File: src/rtl/mem_access_initiator_pkg.sv
// Shared types for the MEM-stage data-memory initiator: access size codes, FSM states,
// the latched request record and small decode helpers.
`timescale 1ns/1ps
package mem_access_initiator_pkg;

    localparam logic [1:0] SIZE_NONE = 2'd0;
    localparam logic [1:0] SIZE_BYTE = 2'd1;
    localparam logic [1:0] SIZE_HALF = 2'd2;
    localparam logic [1:0] SIZE_WORD = 2'd3;

    // Widest byte address the latched request record can carry.
    localparam int unsigned MaxAddrWidth = 32;

    typedef enum logic [1:0] {
        StIdle,
        StAccess,
        StSplit,
        StResp
    } state_e;

    typedef struct packed {
        logic                    store;
        logic [1:0]              size;
        logic [MaxAddrWidth-1:0] addr;
        logic [31:0]             wdata;
    } mem_req_t;

    function automatic logic is_aligned(input logic [1:0] size, input logic [1:0] addr_lo);
        logic ok;
        case (size)
            SIZE_BYTE: ok = 1'b1;
            SIZE_HALF: ok = ~addr_lo[0];
            SIZE_WORD: ok = (addr_lo == 2'b00);
            default:   ok = 1'b0;
        endcase
        return ok;
    endfunction

    function automatic logic [31:0] size_mask(input logic [1:0] size);
        logic [31:0] m;
        case (size)
            SIZE_BYTE: m = 32'h0000_00ff;
            SIZE_HALF: m = 32'h0000_ffff;
            SIZE_WORD: m = 32'hffff_ffff;
            default:   m = 32'h0000_0000;
        endcase
        return m;
    endfunction

endpackage

File: src/rtl/mem_access_initiator.sv
// MEM-stage initiator for the byte-addressed data memory: one request at a time, aligned
// accesses in one memory cycle, misaligned ones split into sequential byte accesses.
`timescale 1ns/1ps
module mem_access_initiator
    import mem_access_initiator_pkg::*;
#(
    parameter int unsigned ADDR_WIDTH       = 32,  // must not exceed MaxAddrWidth
    parameter bit          ALLOW_MISALIGNED = 1'b1
) (
    input  logic                  clk,
    input  logic                  rst_n,

    input  logic                  req_valid,
    output logic                  req_ready,
    input  logic                  req_store,
    input  logic [1:0]            req_size,
    input  logic [ADDR_WIDTH-1:0] req_addr,
    input  logic [31:0]           req_wdata,

    output logic                  resp_valid,
    input  logic                  resp_ready,
    output logic [31:0]           resp_rdata,
    output logic                  resp_err,

    output logic [ADDR_WIDTH-1:0] mem_address,
    output logic [31:0]           mem_data_in,
    output logic [1:0]            mem_write,
    output logic [1:0]            mem_read,
    input  logic [31:0]           mem_data_out
);

    state_e                  state_q;
    mem_req_t                req_q;
    logic [1:0]              cnt_q;
    logic                    aligned_in;
    logic                    split_last;
    logic [ADDR_WIDTH-1:0]   addr_q;

    assign aligned_in = is_aligned(req_size, req_addr[1:0]);
    assign addr_q     = req_q.addr[ADDR_WIDTH-1:0];
    assign split_last = (req_q.size == SIZE_HALF) ? (cnt_q == 2'd1) : (cnt_q == 2'd3);

    always_ff @(posedge clk or negedge rst_n) begin
        if (!rst_n) begin
            state_q    <= StIdle;
            req_q      <= '0;
            cnt_q      <= '0;
            req_ready  <= 1'b1;
            resp_valid <= 1'b0;
            resp_rdata <= '0;
            resp_err   <= 1'b0;
        end else begin
            unique case (state_q)
                StIdle: begin
                    if (req_valid) begin
                        req_q <= '{store: req_store,
                                   size:  req_size,
                                   addr:  MaxAddrWidth'(req_addr),
                                   wdata: req_wdata};
                        cnt_q      <= '0;
                        resp_rdata <= '0;
                        resp_err   <= 1'b0;
                        req_ready  <= 1'b0;
                        if (req_size == SIZE_NONE || (!aligned_in && !ALLOW_MISALIGNED)) begin
                            // Rejected requests never touch memory.
                            state_q    <= StResp;
                            resp_err   <= 1'b1;
                            resp_valid <= 1'b1;
                        end else if (aligned_in) begin
                            state_q <= StAccess;
                        end else begin
                            state_q <= StSplit;
                        end
                    end
                end
                StAccess: begin
                    if (!req_q.store) begin
                        resp_rdata <= mem_data_out & size_mask(req_q.size);
                    end
                    state_q    <= StResp;
                    resp_valid <= 1'b1;
                end
                StSplit: begin
                    if (!req_q.store) begin
                        resp_rdata[{cnt_q, 3'b000} +: 8] <= mem_data_out[7:0];
                    end
                    cnt_q <= cnt_q + 2'd1;
                    if (split_last) begin
                        state_q    <= StResp;
                        resp_valid <= 1'b1;
                    end
                end
                StResp: begin
                    if (resp_ready) begin
                        state_q    <= StIdle;
                        resp_valid <= 1'b0;
                        req_ready  <= 1'b1;
                        resp_rdata <= '0;
                        resp_err   <= 1'b0;
                    end
                end
                default: state_q <= StIdle;
            endcase
        end
    end

    // Memory strobes come only from state and latched request, so they are quiet in idle/resp.
    always_comb begin
        mem_address = '0;
        mem_data_in = '0;
        mem_write   = SIZE_NONE;
        mem_read    = SIZE_NONE;
        unique case (state_q)
            StAccess: begin
                mem_address = addr_q;
                mem_data_in = req_q.wdata;
                if (req_q.store) begin
                    mem_write = req_q.size;
                end else begin
                    mem_read = req_q.size;
                end
            end
            StSplit: begin
                mem_address = addr_q + ADDR_WIDTH'(cnt_q);
                mem_data_in = {24'h0, req_q.wdata[{cnt_q, 3'b000} +: 8]};
                if (req_q.store) begin
                    mem_write = SIZE_BYTE;
                end else begin
                    mem_read = SIZE_BYTE;
                end
            end
            default: ;
        endcase
    end

endmodule
File: config.mk
export PLATFORM = sky130hd
export DESIGN_NAME = mem_access_initiator
export DESIGN_NICKNAME = d
export VERILOG_FILES = /design/src/rtl/mem_access_initiator_pkg.sv /design/src/rtl/mem_access_initiator.sv
export SDC_FILE = /design/constraint.sdc
export NUM_CORES = 1
export LEC_CHECK = 0
export BUFFER_PORTS_ARGS = -buffer_cell sky130_fd_sc_hd__buf_2
export CAP_MARGIN = 20
export CORE_MARGIN = 2
export CORE_UTILIZATION = 50
export CTS_CLUSTER_DIAMETER = 120
export DETAILED_ROUTE_END_ITERATION = 10
export GPL_TIMING_DRIVEN = 0
export PLACE_DENSITY = 0.84
export SLEW_MARGIN = 5
export SYNTH_ARGS = -nofsm -noshare
export SYNTH_HDL_FRONTEND = slang
export SYNTH_SLANG_ARGS = --single-unit
File: constraint.sdc
create_clock -name clk -period 5.83 [get_ports clk]
set_clock_uncertainty 0.2 [all_clocks]
set_input_delay 0.583 -clock clk [delete_from_list [all_inputs] [get_ports clk]]
set_output_delay 0.583 -clock clk [all_outputs]
set_load 0.01 [all_outputs]
## After elaboration in Yosys (flattened, before gate mapping)

Cells that the tools add are included.

| storage, ports and cells | value |
|---|---|
| bits in registers | 106 |
| bits in latches | 0 |
| RAM bits | 0 |
| bits in read-only memories | 0 |
| input port bits | 103 |
| logic and storage cells | 84 |
| memories kept | 0 |

| operators by class | value |
|---|---|
| add/sub/neg operators | 3 |
| $mul | 0 |
| divide/modulo/power cells | 0 |
| magnitude comparators | 0 |
| equality and inequality tests | 17 |
| shift operators | 3 |
| muxes and demuxes | 38 |
| bitwise logic cells | 2 |
| reductions and logical operators | 11 |

Operator list:

| cell | number |
|---|---|
| $mux 32 | 6 |
| $pmux 32 s2 | 2 |
| $pmux 32 s4 | 1 |
| $pmux 32 s3 | 1 |
| $add 32x2->32 | 1 |
| $and 32x32->32 | 1 |
| $bwmux 32 | 1 |
| $shift 8x7->32 const A | 1 |
| $shiftx 32x6->8 | 1 |
| $shiftx 8x7->32 | 1 |
| $mux 2 | 8 |
| $eq 2x2->1 const B | 7 |
| $ne 2x2->1 const B | 6 |
| $pmux 2 s2 | 3 |
| $mux 1 | 11 |
| $eq 2x1->1 const B | 4 |
| $pmux 2 s4 | 1 |
| $reduce_and 4->1 | 2 |
| $neg 5->7 | 1 |
| $logic_not 2->1 | 3 |
| $reduce_and 3->1 | 2 |
| $pmux 1 s2 | 2 |
| $pmux 1 s4 | 1 |
| $reduce_and 2->1 | 2 |
| 4 further kinds | 5 |

## Logic depth before layout (Yosys ltp)

Gate-level depths: netlist (run 1).

| depth | value |
|---|---|
| depth in word-level cells | 7 |
| depth in mapped cells | 9 |
| gate-level depth less buffers | 7 |

## Least setup slack after synthesis (run 1)

OpenSTA, ideal clock, no wires.

| timing | value |
|---|---|
| path kind | flip-flop to output port |
| start point | register cnt_q[0] |
| end point | output mem_address[30] |
| data arrival time | 2056 ps |
| path slack | 2991 ps |
| stages on the path, launching flop included | 8 |
| path through | dfrtp_1 -> ha_1 -> fa_1 -> nand4_1 -> nor4_4 -> nand4_2 -> or4_1 -> nand3_1 |

| on the way | value |
|---|---|
| word-level cells in the longest chain between the ends | 2 |

RTL lines:

| what | line | RTL |
|---|---|---|
| from (decl) | mem_access_initiator.sv:34 | `logic [1:0] cnt_q;` |
| from (signal assigned) | mem_access_initiator.sv:87 | `cnt_q <= cnt_q + 2'd1;` |
| $add 32x2->32 | mem_access_initiator.sv:124 | `mem_address = addr_q + ADDR_WIDTH'(cnt_q);` |
| $pmux 32 s2 | mem_access_initiator.sv:113 | `unique case (state_q)` |
| to (decl) | mem_access_initiator.sv:25 | `output logic [ADDR_WIDTH-1:0] mem_address,` |

No other way between the ends.

## Worst setup path in the final report (run 1)

Ends and elaborated chain as after synthesis.

==> results of run 1 <==
[worst max-delay path by stage]
stage                            to                   start
floorplan           mem_address[30]    cnt_q[0]$_DFFE_PN0P_
detailed placement  mem_address[17]  state_q[0]$_DFFE_PN0P_
global placement    mem_address[30]    cnt_q[0]$_DFFE_PN0P_
global route        mem_address[11]  state_q[0]$_DFFE_PN0P_
finish              mem_address[30]    cnt_q[0]$_DFFE_PN0P_
CTS                 mem_address[17]  state_q[0]$_DFFE_PN0P_
[final cells by class]
type	count	share of cell area, %
Buffer	44	2.298
Clock buffer	9	2.913
Clock inverter	7	1.052
Inverter	35	1.699
Multi-Input combinational cell	454	41.50
Sequential cell	106	34.33
Tap cell	147	2.379
Timing Repair Buffer	207	13.84
[kinds of logic after synthesis]
| kind of cell | count (synthesis) | share of synthesized area, % |
|---|---|---|
| AOI/OAI and AO/OA | 178 | 17.82 |
| DFF | 106 | 43.00 |
| xor gates and xnor gates | 2 | 0.2839 |
| muxes | 78 | 15.67 |
| buffers and inverters | 79 | 5.008 |
| and+or+nand+nor | 183 | 15.45 |
| adders and majority gates | 13 | 2.757 |
[cells in the final DEF, fill, tap and decap left out, types with 2 or more instances in the layout]
cell type	count
sky130_fd_sc_hd__and2_1	3
sky130_fd_sc_hd__o311ai_0	3
sky130_fd_sc_hd__nor3_1	4
sky130_fd_sc_hd__a41oi_1	2
sky130_fd_sc_hd__nand3_1	16
sky130_fd_sc_hd__inv_6	4
sky130_fd_sc_hd__nor4bb_1	2
sky130_fd_sc_hd__nor2_1	10
sky130_fd_sc_hd__xnor2_1	2
sky130_fd_sc_hd__o21ai_0	90
sky130_fd_sc_hd__mux4_2	8
sky130_fd_sc_hd__buf_1	8
sky130_fd_sc_hd__ha_1	12
sky130_fd_sc_hd__and3_1	26
sky130_fd_sc_hd__nand4_1	13
sky130_fd_sc_hd__inv_1	35
sky130_fd_sc_hd__a31oi_1	10
sky130_fd_sc_hd__nand2_1	81
sky130_fd_sc_hd__or4_1	3
sky130_fd_sc_hd__mux2_2	69
sky130_fd_sc_hd__nand3_2	3
sky130_fd_sc_hd__clkbuf_1	30
sky130_fd_sc_hd__nand2b_1	3
sky130_fd_sc_hd__or3_1	3
sky130_fd_sc_hd__buf_2	208
sky130_fd_sc_hd__nor2b_1	7
sky130_fd_sc_hd__a22oi_1	25
sky130_fd_sc_hd__buf_4	2
sky130_fd_sc_hd__dfrtp_1	105
sky130_fd_sc_hd__a22o_1	18
sky130_fd_sc_hd__a21oi_1	15
sky130_fd_sc_hd__o211ai_1	5
sky130_fd_sc_hd__clkbuf_16	9
sky130_fd_sc_hd__o41ai_1	4
[power groups by stage]
stage	Combinational, uW	Sequential [uW]	Clock (uW)
floorplan	1400	1300	0
global placement	2100	1340	0
detailed placement	2140	1350	0
CTS	2150	1340	651
global route	2360	1390	680
finish	2150	1340	641
[registers in the layout, summed over array words and instances (netlist names)]
name,cells
resp_valid,1
req_ready,1
addr_q,32
resp_rdata,32
resp_err,1
cnt_q,2
state_q,2
req_q,35
[routing by layer]
layer | GRT usage, % | vias to the layer above
met3 | 8.224 | 48
met5 | 0 | -
met2 | 44.47 | 266
li1 | - | 2769
met4 | 10.28 | 0
met1 | 36.34 | 2856
[metrics by stage]
step | instances | utilization, % | hold WS, ns
3_5_place_dp | 992 | 61.73 | 0.2913
3_3_place_gp | 991 | 61.45 | 0.2847
2_1_floorplan | 639 | - | 0.08741
5_1_grt | 1009 | 64.36 | 0.2359
6_report | 1009 | 64.36 | 0.2472
4_1_cts | 1009 | 64.36 | 0.2377
[repair_timing]
action	in CTS	in global routing
setup endpoints to repair	0	0
hold buffers	1	0
hold endpoints to repair	35	0
[worst max-delay path, cell delays in order (launching register included)]
cell and delay [ns]:
sky130_fd_sc_hd__dfrtp_1 0.47, sky130_fd_sc_hd__ha_1 0.23, sky130_fd_sc_hd__fa_1 0.27, sky130_fd_sc_hd__nand4_1 0.18
sky130_fd_sc_hd__nor4_4 0.43, sky130_fd_sc_hd__nand4_2 0.20, sky130_fd_sc_hd__or4_1 0.49, sky130_fd_sc_hd__nand3_1 0.11
sky130_fd_sc_hd__buf_2 0.15
==> impl_results.html, run 1 <==
<table>
<tr><th>Metric</th><th>Value</th></tr>
<tr><th colspan="2">Cells and area</th></tr>
<tr><td>Area added between synthesis and finish</td><td>25.28%</td></tr>
<tr><td>Post-layout nets</td><td>973</td></tr>
<tr><td>Flip-flop and latch area</td><td>0.002654 mm^2</td></tr>
<tr><td>Area used by multi-input combinational logic</td><td>0.003208 mm^2</td></tr>
<tr><td>Fill count</td><td>1,009</td></tr>
<tr><td>Antenna diode count</td><td>0</td></tr>
<tr><td>Proportion of layout cells with a drive suffix above 1</td><td>36.66%</td></tr>
<tr><td>Final Cell Area</td><td>0.007731 mm^2</td></tr>
<tr><th colspan="2">Yosys</th></tr>
<tr><td>Biggest area consumer among synthesized cells</td><td>sky130_fd_sc_hd__dfrtp_1</td></tr>
<tr><td>Instance count of the mapped netlist</td><td>639</td></tr>
<tr><td>Most frequent cell after synthesis</td><td>sky130_fd_sc_hd__dfrtp_1</td></tr>
<tr><td>Largest cells by area after synthesis</td><td>sky130_fd_sc_hd__dfrtp_1 (43%), sky130_fd_sc_hd__mux2_2 (13%), sky130_fd_sc_hd__o21ai_0 (7.3%)</td></tr>
<tr><td>Post-synthesis average cell area</td><td>9.657 um^2</td></tr>
<tr><td>Dominant register cell in the synthesized netlist</td><td>sky130_fd_sc_hd__dfrtp_1</td></tr>
<tr><td>Number of library cell types mapped by synthesis</td><td>50</td></tr>
<tr><td>Post-synth top area share</td><td>42.58%</td></tr>
<tr><td>Synthesis-stage register bit count</td><td>106</td></tr>
<tr><td>YS warnings</td><td>0</td></tr>
<tr><td>Net count of the mapped netlist</td><td>755</td></tr>
<tr><td>Synth Cell Area</td><td>0.006171 mm^2</td></tr>
<tr><td>Sequential share of the synthesized area</td><td>43.00%</td></tr>
<tr><td>Synth cell count leaders</td><td>sky130_fd_sc_hd__dfrtp_1 (105), sky130_fd_sc_hd__o21ai_0 (90), sky130_fd_sc_hd__nand2_1 (81)</td></tr>
<tr><td>FFs w/ async S/R, synth</td><td>100.0%</td></tr>
<tr><td>Number of synthesized flops with an enable pin</td><td>0</td></tr>
<tr><th colspan="2">Global routing</th></tr>
<tr><td>Global-route wire length before repair</td><td>28,680 um</td></tr>
<tr><td>Antenna violations before repair</td><td>0</td></tr>
<tr><td>Via count of the first global-routing pass</td><td>5,653</td></tr>
<tr><td>Largest net degree at the start of global routing</td><td>72</td></tr>
<tr><td>GRT overflow</td><td>0</td></tr>
<tr><td>GRT Resource Usage Total</td><td>27.90%</td></tr>
<tr><th colspan="2">Pwr</th></tr>
<tr><td>Net switching power of the design</td><td>1829 uW</td></tr>
<tr><td>Highest ir drop seen on vdd</td><td>0.3540 mV</td></tr>
<tr><td>Internal</td><td>2308 uW</td></tr>
<tr><td>Power Total</td><td>4137 uW</td></tr>
<tr><td>Switching part of the total</td><td>44.22%</td></tr>
<tr><td>Power density of the placed cells</td><td>535.1 mW/mm^2</td></tr>
<tr><td>Power share of the combinational group</td><td>52.0%</td></tr>
<tr><td>Clock network power share</td><td>15.5%</td></tr>
<tr><td>Part of the power in registers</td><td>32.5%</td></tr>
<tr><td>Static power due to leakage</td><td>0.003692 uW</td></tr>
<tr><th colspan="2">Route</th></tr>
<tr><td>Number of DRC violations after detailed routing</td><td>0</td></tr>
<tr><td>Met3 wirelength from detailed routing</td><td>1546 um</td></tr>
<tr><td>Met2 Wirelength</td><td>8786 um</td></tr>
<tr><td>Count of routing violations after the opening detailed-route iteration</td><td>551</td></tr>
<tr><td>Via count</td><td>5,939</td></tr>
<tr><td>Post-route antenna net violation count</td><td>0</td></tr>
<tr><td>Final WL</td><td>18,100 um</td></tr>
<tr><td>Wire length per cell</td><td>17.94 um</td></tr>
<tr><td>Detailed-routing iteration count for the pre-antenna-repair pass</td><td>7</td></tr>
<tr><td>Wire length on met1</td><td>7284 um</td></tr>
<tr><td>Uppermost metal layer occupied by signal nets</td><td>met4</td></tr>
<tr><td>Via-per-instance ratio</td><td>5.886</td></tr>
<tr><th colspan="2">Die</th></tr>
<tr><td>Height of the die</td><td>115.1 um</td></tr>
<tr><td>Placement Rows</td><td>40</td></tr>
<tr><td>Number of top-level pins</td><td>206</td></tr>
<tr><td>Floorplan die area</td><td>0.01325 mm^2</td></tr>
<tr><td>Placeable core region</td><td>0.01201 mm^2</td></tr>
<tr><td>Initial core utilization</td><td>51.37%</td></tr>
<tr><td>Die outline width</td><td>115.1 um</td></tr>
<tr><th colspan="2">Timing</th></tr>
<tr><td>Max-slew headroom</td><td>32.95%</td></tr>
<tr><td>Share of the clock period used by the worst path</td><td>63.11%</td></tr>
<tr><td>Pins over their slew limit</td><td>0</td></tr>
<tr><td>Worst path setup slack after routing</td><td>2.150 ns</td></tr>
<tr><td>F_max</td><td>0.2718 GHz</td></tr>
<tr><td>Tightest Pin Transition</td><td>0.9917 ns</td></tr>
<tr><td>Setup repair after global routing missed its margin</td><td>false</td></tr>
<tr><td>Crit path time final</td><td>3.680 ns</td></tr>
<tr><td>Setup violations, final</td><td>0</td></tr>
<tr><td>Count of endpoints failing hold in the final timing report</td><td>0</td></tr>
<tr><td>Final-layout setup total negative slack</td><td>0 ns</td></tr>
<tr><th colspan="2">Min path</th></tr>
<tr><td>Type of the tightest min-delay check</td><td>input pin to flip-flop</td></tr>
<tr><td>Instance count along the most critical hold path</td><td>2</td></tr>
<tr><td>Source of the worst hold timing path</td><td>req_addr[16]</td></tr>
<tr><td>Hold EP</td><td>addr_q[16]$_DFFE_PN0P_</td></tr>
<tr><th colspan="2">Run</th></tr>
<tr><td>Number of max-cap violations</td><td>0</td></tr>
<tr><th colspan="2">Place</th></tr>
<tr><td>Post-placement cell area</td><td>0.007415 mm^2</td></tr>
<tr><td>Count of input and output buffers</td><td>205</td></tr>
<tr><td>Weighted congestion at the end of routability-driven global placement</td><td>0.8673</td></tr>
<tr><td>HPWL after DPL</td><td>13,500 um</td></tr>
<tr><td>Pre-CTS setup slack</td><td>2.534 ns</td></tr>
<tr><th colspan="2">Clocking</th></tr>
<tr><td>Number of clock sinks</td><td>106</td></tr>
<tr><td>Worst-skew pair later-pin latency</td><td>0.36 ns</td></tr>
<tr><td>H-Tree Depth</td><td>3</td></tr>
<tr><td>TritonCTS clock tree</td><td>built</td></tr>
<tr><td>Clk slew on worst S/H paths</td><td>0.08 ns</td></tr>
<tr><td>Number of buffers created by CTS</td><td>9</td></tr>
<tr><td>Total setup buffers inserted after CTS</td><td>0</td></tr>
<tr><td>Clk buf depth</td><td>2</td></tr>
<tr><td>Post-CTS Resized</td><td>0</td></tr>
<tr><td>Buffer type at the clock tree root</td><td>sky130_fd_sc_hd__clkbuf_16</td></tr>
<tr><th colspan="2">Setup path</th></tr>
<tr><td>Register-to-Register Setup Slack</td><td>2.78 ns</td></tr>
<tr><td>Arrival time of the worst setup path</td><td>2.90 ns</td></tr>
<tr><td>RR Endpoint</td><td>resp_rdata[2]$_DFFE_PN0P_</td></tr>
<tr><td>Maximum fanout along the worst path</td><td>9</td></tr>
<tr><td>Source of the worst register-to-register timing path</td><td>cnt_q[1]$_DFFE_PN0P_</td></tr>
<tr><td>Kind of capture point of the worst setup path</td><td>output pin</td></tr>
<tr><td>Required time of the worst setup path</td><td>5.05 ns</td></tr>
<tr><td>Worst setup SP type</td><td>flip-flop</td></tr>
<tr><td>Register-to-Register Path Depth</td><td>7</td></tr>
<tr><td>Class of the most critical setup path</td><td>flip-flop to output pin</td></tr>
<tr><th colspan="2">Run status</th></tr>
<tr><td>Status</td><td>completed</td></tr>
</table>
Power figures use the tool's default switching activity.
==> run 2: changes to the inputs <==
clock period = 3.4 ns   (was 5.83 ns; I/O delays follow)
==> run 2 against run 1 <==
  * Setup slack lost 2.0 ns
  * Worst hold slack worse by 0.24 ns
  * Largest power group unchanged
  * Final cell count up 1.9%
  * Critical path type unchanged
  * Global-route usage up 0.91 points
  * Highest routed layer unchanged
  * Flip-flop and latch count stayed put
  * Combinational power increased by 74%
==> impl_results.html, run 2 (synthesis results as in run 1) <==
<table>
<tr><th>Metric</th><th>Value</th></tr>
<tr><th colspan="2">Cells and area</th></tr>
<tr><td>Post-layout nets</td><td>991 (was 973)</td></tr>
<tr><td>Area used by multi-input combinational logic</td><td>0.003223 mm^2 (was 0.003208 mm^2)</td></tr>
<tr><td>Fill count</td><td>970 (was 1,009)</td></tr>
<tr><td>Area added between synthesis and finish</td><td>28.51% (was 25.28%)</td></tr>
<tr><td>Proportion of layout cells with a drive suffix above 1</td><td>37.27% (was 36.66%)</td></tr>
<tr><td>Highest-count cells in the layout ignoring fill and taps</td><td>sky130_fd_sc_hd__buf_2 (208), sky130_fd_sc_hd__dfrtp_1 (104), sky130_fd_sc_hd__o21ai_0 (90) (was sky130_fd_sc_hd__buf_2 (208), sky130_fd_sc_hd__dfrtp_1 (105), sky130_fd_sc_hd__o21ai_0 (90))</td></tr>
<tr><td>Max reg flops</td><td>35 (unchanged)</td></tr>
<tr><td>Flip-flop and latch area</td><td>0.002655 mm^2 (was 0.002654 mm^2)</td></tr>
<tr><td>Reg with most FFs</td><td>req_q (unchanged)</td></tr>
<tr><td>Final Cell Area</td><td>0.007930 mm^2 (was 0.007731 mm^2)</td></tr>
<tr><td>Most frequent standard cell in the layout excluding fill and tap cells</td><td>sky130_fd_sc_hd__buf_2 (unchanged)</td></tr>
<tr><th colspan="2">Clocking</th></tr>
<tr><td>Clk buf depth</td><td>2 (unchanged)</td></tr>
<tr><td>Number of clock sinks</td><td>106 (unchanged)</td></tr>
<tr><td>Clk slew on worst S/H paths</td><td>0.08 ns (about the same)</td></tr>
<tr><td>Number of buffers created by CTS</td><td>9 (unchanged)</td></tr>
<tr><td>Buffer type at the clock tree root</td><td>sky130_fd_sc_hd__clkbuf_16 (unchanged)</td></tr>
<tr><td>Worst-skew pair later-pin latency</td><td>0.36 ns (about the same)</td></tr>
<tr><td>TritonCTS clock tree</td><td>built (unchanged)</td></tr>
<tr><td>H-Tree Depth</td><td>3 (unchanged)</td></tr>
<tr><th colspan="2">Global routing</th></tr>
<tr><td>Largest net degree at the start of global routing</td><td>72 (unchanged)</td></tr>
<tr><td>GRT Resource Usage Total</td><td>28.81% (was 27.90%)</td></tr>
<tr><td>Global-route wire length before repair</td><td>29,580 um (was 28,680 um)</td></tr>
<tr><td>GRT overflow</td><td>0 (unchanged)</td></tr>
<tr><td>Antenna violations before repair</td><td>0 (unchanged)</td></tr>
<tr><td>Via count of the first global-routing pass</td><td>5,819 (was 5,653)</td></tr>
<tr><th colspan="2">Timing</th></tr>
<tr><td>F_max</td><td>0.3067 GHz</td></tr>
<tr><td>Pins over their slew limit</td><td>0 (unchanged)</td></tr>
<tr><td>Setup repair after global routing missed its margin</td><td>false (unchanged)</td></tr>
<tr><td>Setup violations, final</td><td>0 (unchanged)</td></tr>
<tr><td>Final-layout setup total negative slack</td><td>0 ns (unchanged)</td></tr>
<tr><td>Max-slew headroom</td><td>41.43% (was 32.95%)</td></tr>
<tr><td>Tightest Pin Transition</td><td>0.8747 ns (was 0.9917 ns)</td></tr>
<tr><td>Count of endpoints failing hold in the final timing report</td><td>0 (unchanged)</td></tr>
<tr><td>Share of the clock period used by the worst path</td><td>95.89%</td></tr>
<tr><td>Crit path time final</td><td>3.260 ns</td></tr>
<tr><th colspan="2">Setup path</th></tr>
<tr><td>Maximum fanout along the worst path</td><td>10 (was 9)</td></tr>
<tr><td>CP most frequent cell</td><td>sky130_fd_sc_hd__clkbuf_2</td></tr>
<tr><td>Required time of the worst setup path</td><td>2.86 ns (was 5.05 ns)</td></tr>
<tr><td>Largest incremental delay on the critical path</td><td>0.52 ns (was 0.49 ns)</td></tr>
<tr><td>Arrival time of the worst setup path</td><td>2.72 ns (was 2.90 ns)</td></tr>
<tr><td>Worst setup SP type</td><td>flip-flop (unchanged)</td></tr>
<tr><td>Count of buffer and inverter cells on the critical path</td><td>4 (was 1)</td></tr>
<tr><td>Kind of capture point of the worst setup path</td><td>output pin (unchanged)</td></tr>
<tr><td>Category of cells accounting for the largest share of critical-path delay</td><td>buffers and inverters (was simple AND/OR/NAND/NOR gates)</td></tr>
<tr><td>Crit path max-delay cell type</td><td>sky130_fd_sc_hd__o41ai_1 (was sky130_fd_sc_hd__or4_1)</td></tr>
<tr><td>Cell-by-cell listing of the critical path</td><td>inv_1, ha_1, nand2_1, clkbuf_2, clkbuf_2, o41ai_1, buf_2 (was ha_1, fa_1, nand4_1, nor4_4, nand4_2, or4_1, nand3_1, buf_2)</td></tr>
<tr><td>Class of the most critical setup path</td><td>flip-flop to output pin (unchanged)</td></tr>
<tr><th colspan="2">Run</th></tr>
<tr><td>Number of max-cap violations</td><td>0 (unchanged)</td></tr>
<tr><th colspan="2">Route</th></tr>
<tr><td>Wire length per cell</td><td>18.45 um (was 17.94 um)</td></tr>
<tr><td>Via count</td><td>6,089 (was 5,939)</td></tr>
<tr><td>Number of DRC violations after detailed routing</td><td>0 (unchanged)</td></tr>
<tr><td>Via-per-instance ratio</td><td>5.923 (was 5.886)</td></tr>
<tr><td>Final WL</td><td>18,970 um (was 18,100 um)</td></tr>
<tr><td>Post-route antenna net violation count</td><td>0 (unchanged)</td></tr>
<tr><td>Count of routing violations after the opening detailed-route iteration</td><td>556 (was 551)</td></tr>
<tr><td>Detailed-routing iteration count for the pre-antenna-repair pass</td><td>5 (was 7)</td></tr>
<tr><th colspan="2">Pwr</th></tr>
<tr><td>Static power due to leakage</td><td>0.003793 uW (was 0.003692 uW)</td></tr>
<tr><td>Highest ir drop seen on vdd</td><td>0.5321 mV (was 0.3540 mV)</td></tr>
<tr><td>Power density of the placed cells</td><td>905.1 mW/mm^2 (was 535.1 mW/mm^2)</td></tr>
<tr><td>Power Total</td><td>7177 uW (was 4137 uW)</td></tr>
<tr><th colspan="2">Die</th></tr>
<tr><td>Number of top-level pins</td><td>206 (unchanged)</td></tr>
<tr><td>Floorplan die area</td><td>0.01325 mm^2 (unchanged)</td></tr>
<tr><td>Die outline width</td><td>115.1 um (unchanged)</td></tr>
<tr><td>Initial core utilization</td><td>51.37% (unchanged)</td></tr>
<tr><td>Placeable core region</td><td>0.01201 mm^2 (unchanged)</td></tr>
<tr><td>Placement Rows</td><td>40 (unchanged)</td></tr>
<tr><td>Height of the die</td><td>115.1 um (unchanged)</td></tr>
<tr><th colspan="2">Min path</th></tr>
<tr><td>Type of the tightest min-delay check</td><td>input pin to flip-flop (unchanged)</td></tr>
<tr><th colspan="2">Place</th></tr>
<tr><td>Post-placement cell area</td><td>0.007415 mm^2 (unchanged)</td></tr>
<tr><td>Count of input and output buffers</td><td>205 (unchanged)</td></tr>
<tr><td>HPWL after DPL</td><td>13,500 um (unchanged)</td></tr>
<tr><td>Weighted congestion at the end of routability-driven global placement</td><td>0.8673 (unchanged)</td></tr>
<tr><th colspan="2">Run status</th></tr>
<tr><td>Status</td><td>completed (unchanged)</td></tr>
</table>
run 2: cell types whose count changed in the layout (fill, tap and decap cells not counted), sizes merged:
cell / change
dlygate4sd3: +15
diode: +1
buf: +3
run 2: final cells by class:
cell class,count,area share [%]
repair buffers,225,15.67
plain buffers,44,2.335
flip-flops and latches,106,33.48
inverters,35,1.657
well taps,147,2.319
diodes,1,0.03156
multi-input cells,454,40.64
clock inverters,7,1.026
clock buffers,9,2.840
run 2: repair_timing:
item	CTS	global route
hold endpoints to repair	47	3
setup endpoints to repair	8	23
pin swaps	1	1
hold buffers	13	3
resized for setup	2	12
buffers inserted	1	2
run 2: path summary, 6_finish.rpt:
| path | start | end | slack [ns] | cells past startpoint |
|---|---|---|---|---|
| worst max register to register | cnt_q[1]$_DFFE_PN0P_ | resp_rdata[2]$_DFFE_PN0P_ | 0.38 | 7 |
| worst min register to register | resp_rdata[5]$_DFFE_PN0P_ | resp_rdata[5]$_DFFE_PN0P_ | 0.31 | 1 |
| worst min-delay path | req_wdata[8] | req_q[8]$_DFFE_PN0P_ | 0.008 | 2 |
| worst max-delay path | state_q[0]$_DFFE_PN0P_ | mem_address[23] | 0.14 | 7 |
| min in group asynchronous | rst_n | resp_rdata[10]$_DFFE_PN0P_ | 0.24 | 2 |
| max in group asynchronous | rst_n | req_ready$_DFFE_PN1P_ | 2.08 | 3 |
run 2: stage by stage:
step,cells,hold WS [ns],utilization [%],setup WS [ns]
final,1028,0.007750,66.02,0.1396
after CTS,1022,0.000009770,65.45,0.008506
after global placement,991,0.2847,61.45,0.3842
after global routing,1027,0.0004673,66.00,0.007642
after detailed placement,992,0.06180,61.73,0.3452
after floorplan,639,-0.1556,-,0.8043
run 2: metal layers:
metal	part of all wire (%)	global-route usage [%]	wire [um]
met4	2.7	11.73	514
met5	0	0	0
met1	39	36.87	7473
met3	9.1	8.593	1734
met2	49	46.04	9248
run 2: report_power, final:
part / switching, uW / total [uW] / internal, uW / leakage [uW]
Clock: 512 / 1100 / 586 / 0.000153
Combinational: 2160 / 3750 / 1590 / 0.00232
Sequential: 521 / 2330 / 1810 / 0.00132
run 2: worst register-to-register path, stage by stage (launching register included):
cell and delay [ns]:
sky130_fd_sc_hd__dfrtp_1 0.51, sky130_fd_sc_hd__clkbuf_1 0.55, sky130_fd_sc_hd__inv_1 0.19, sky130_fd_sc_hd__ha_1 0.38
sky130_fd_sc_hd__nor2b_1 0.12, sky130_fd_sc_hd__nand4_1 0.10, sky130_fd_sc_hd__a21oi_1 0.67, sky130_fd_sc_hd__a22o_1 0.24
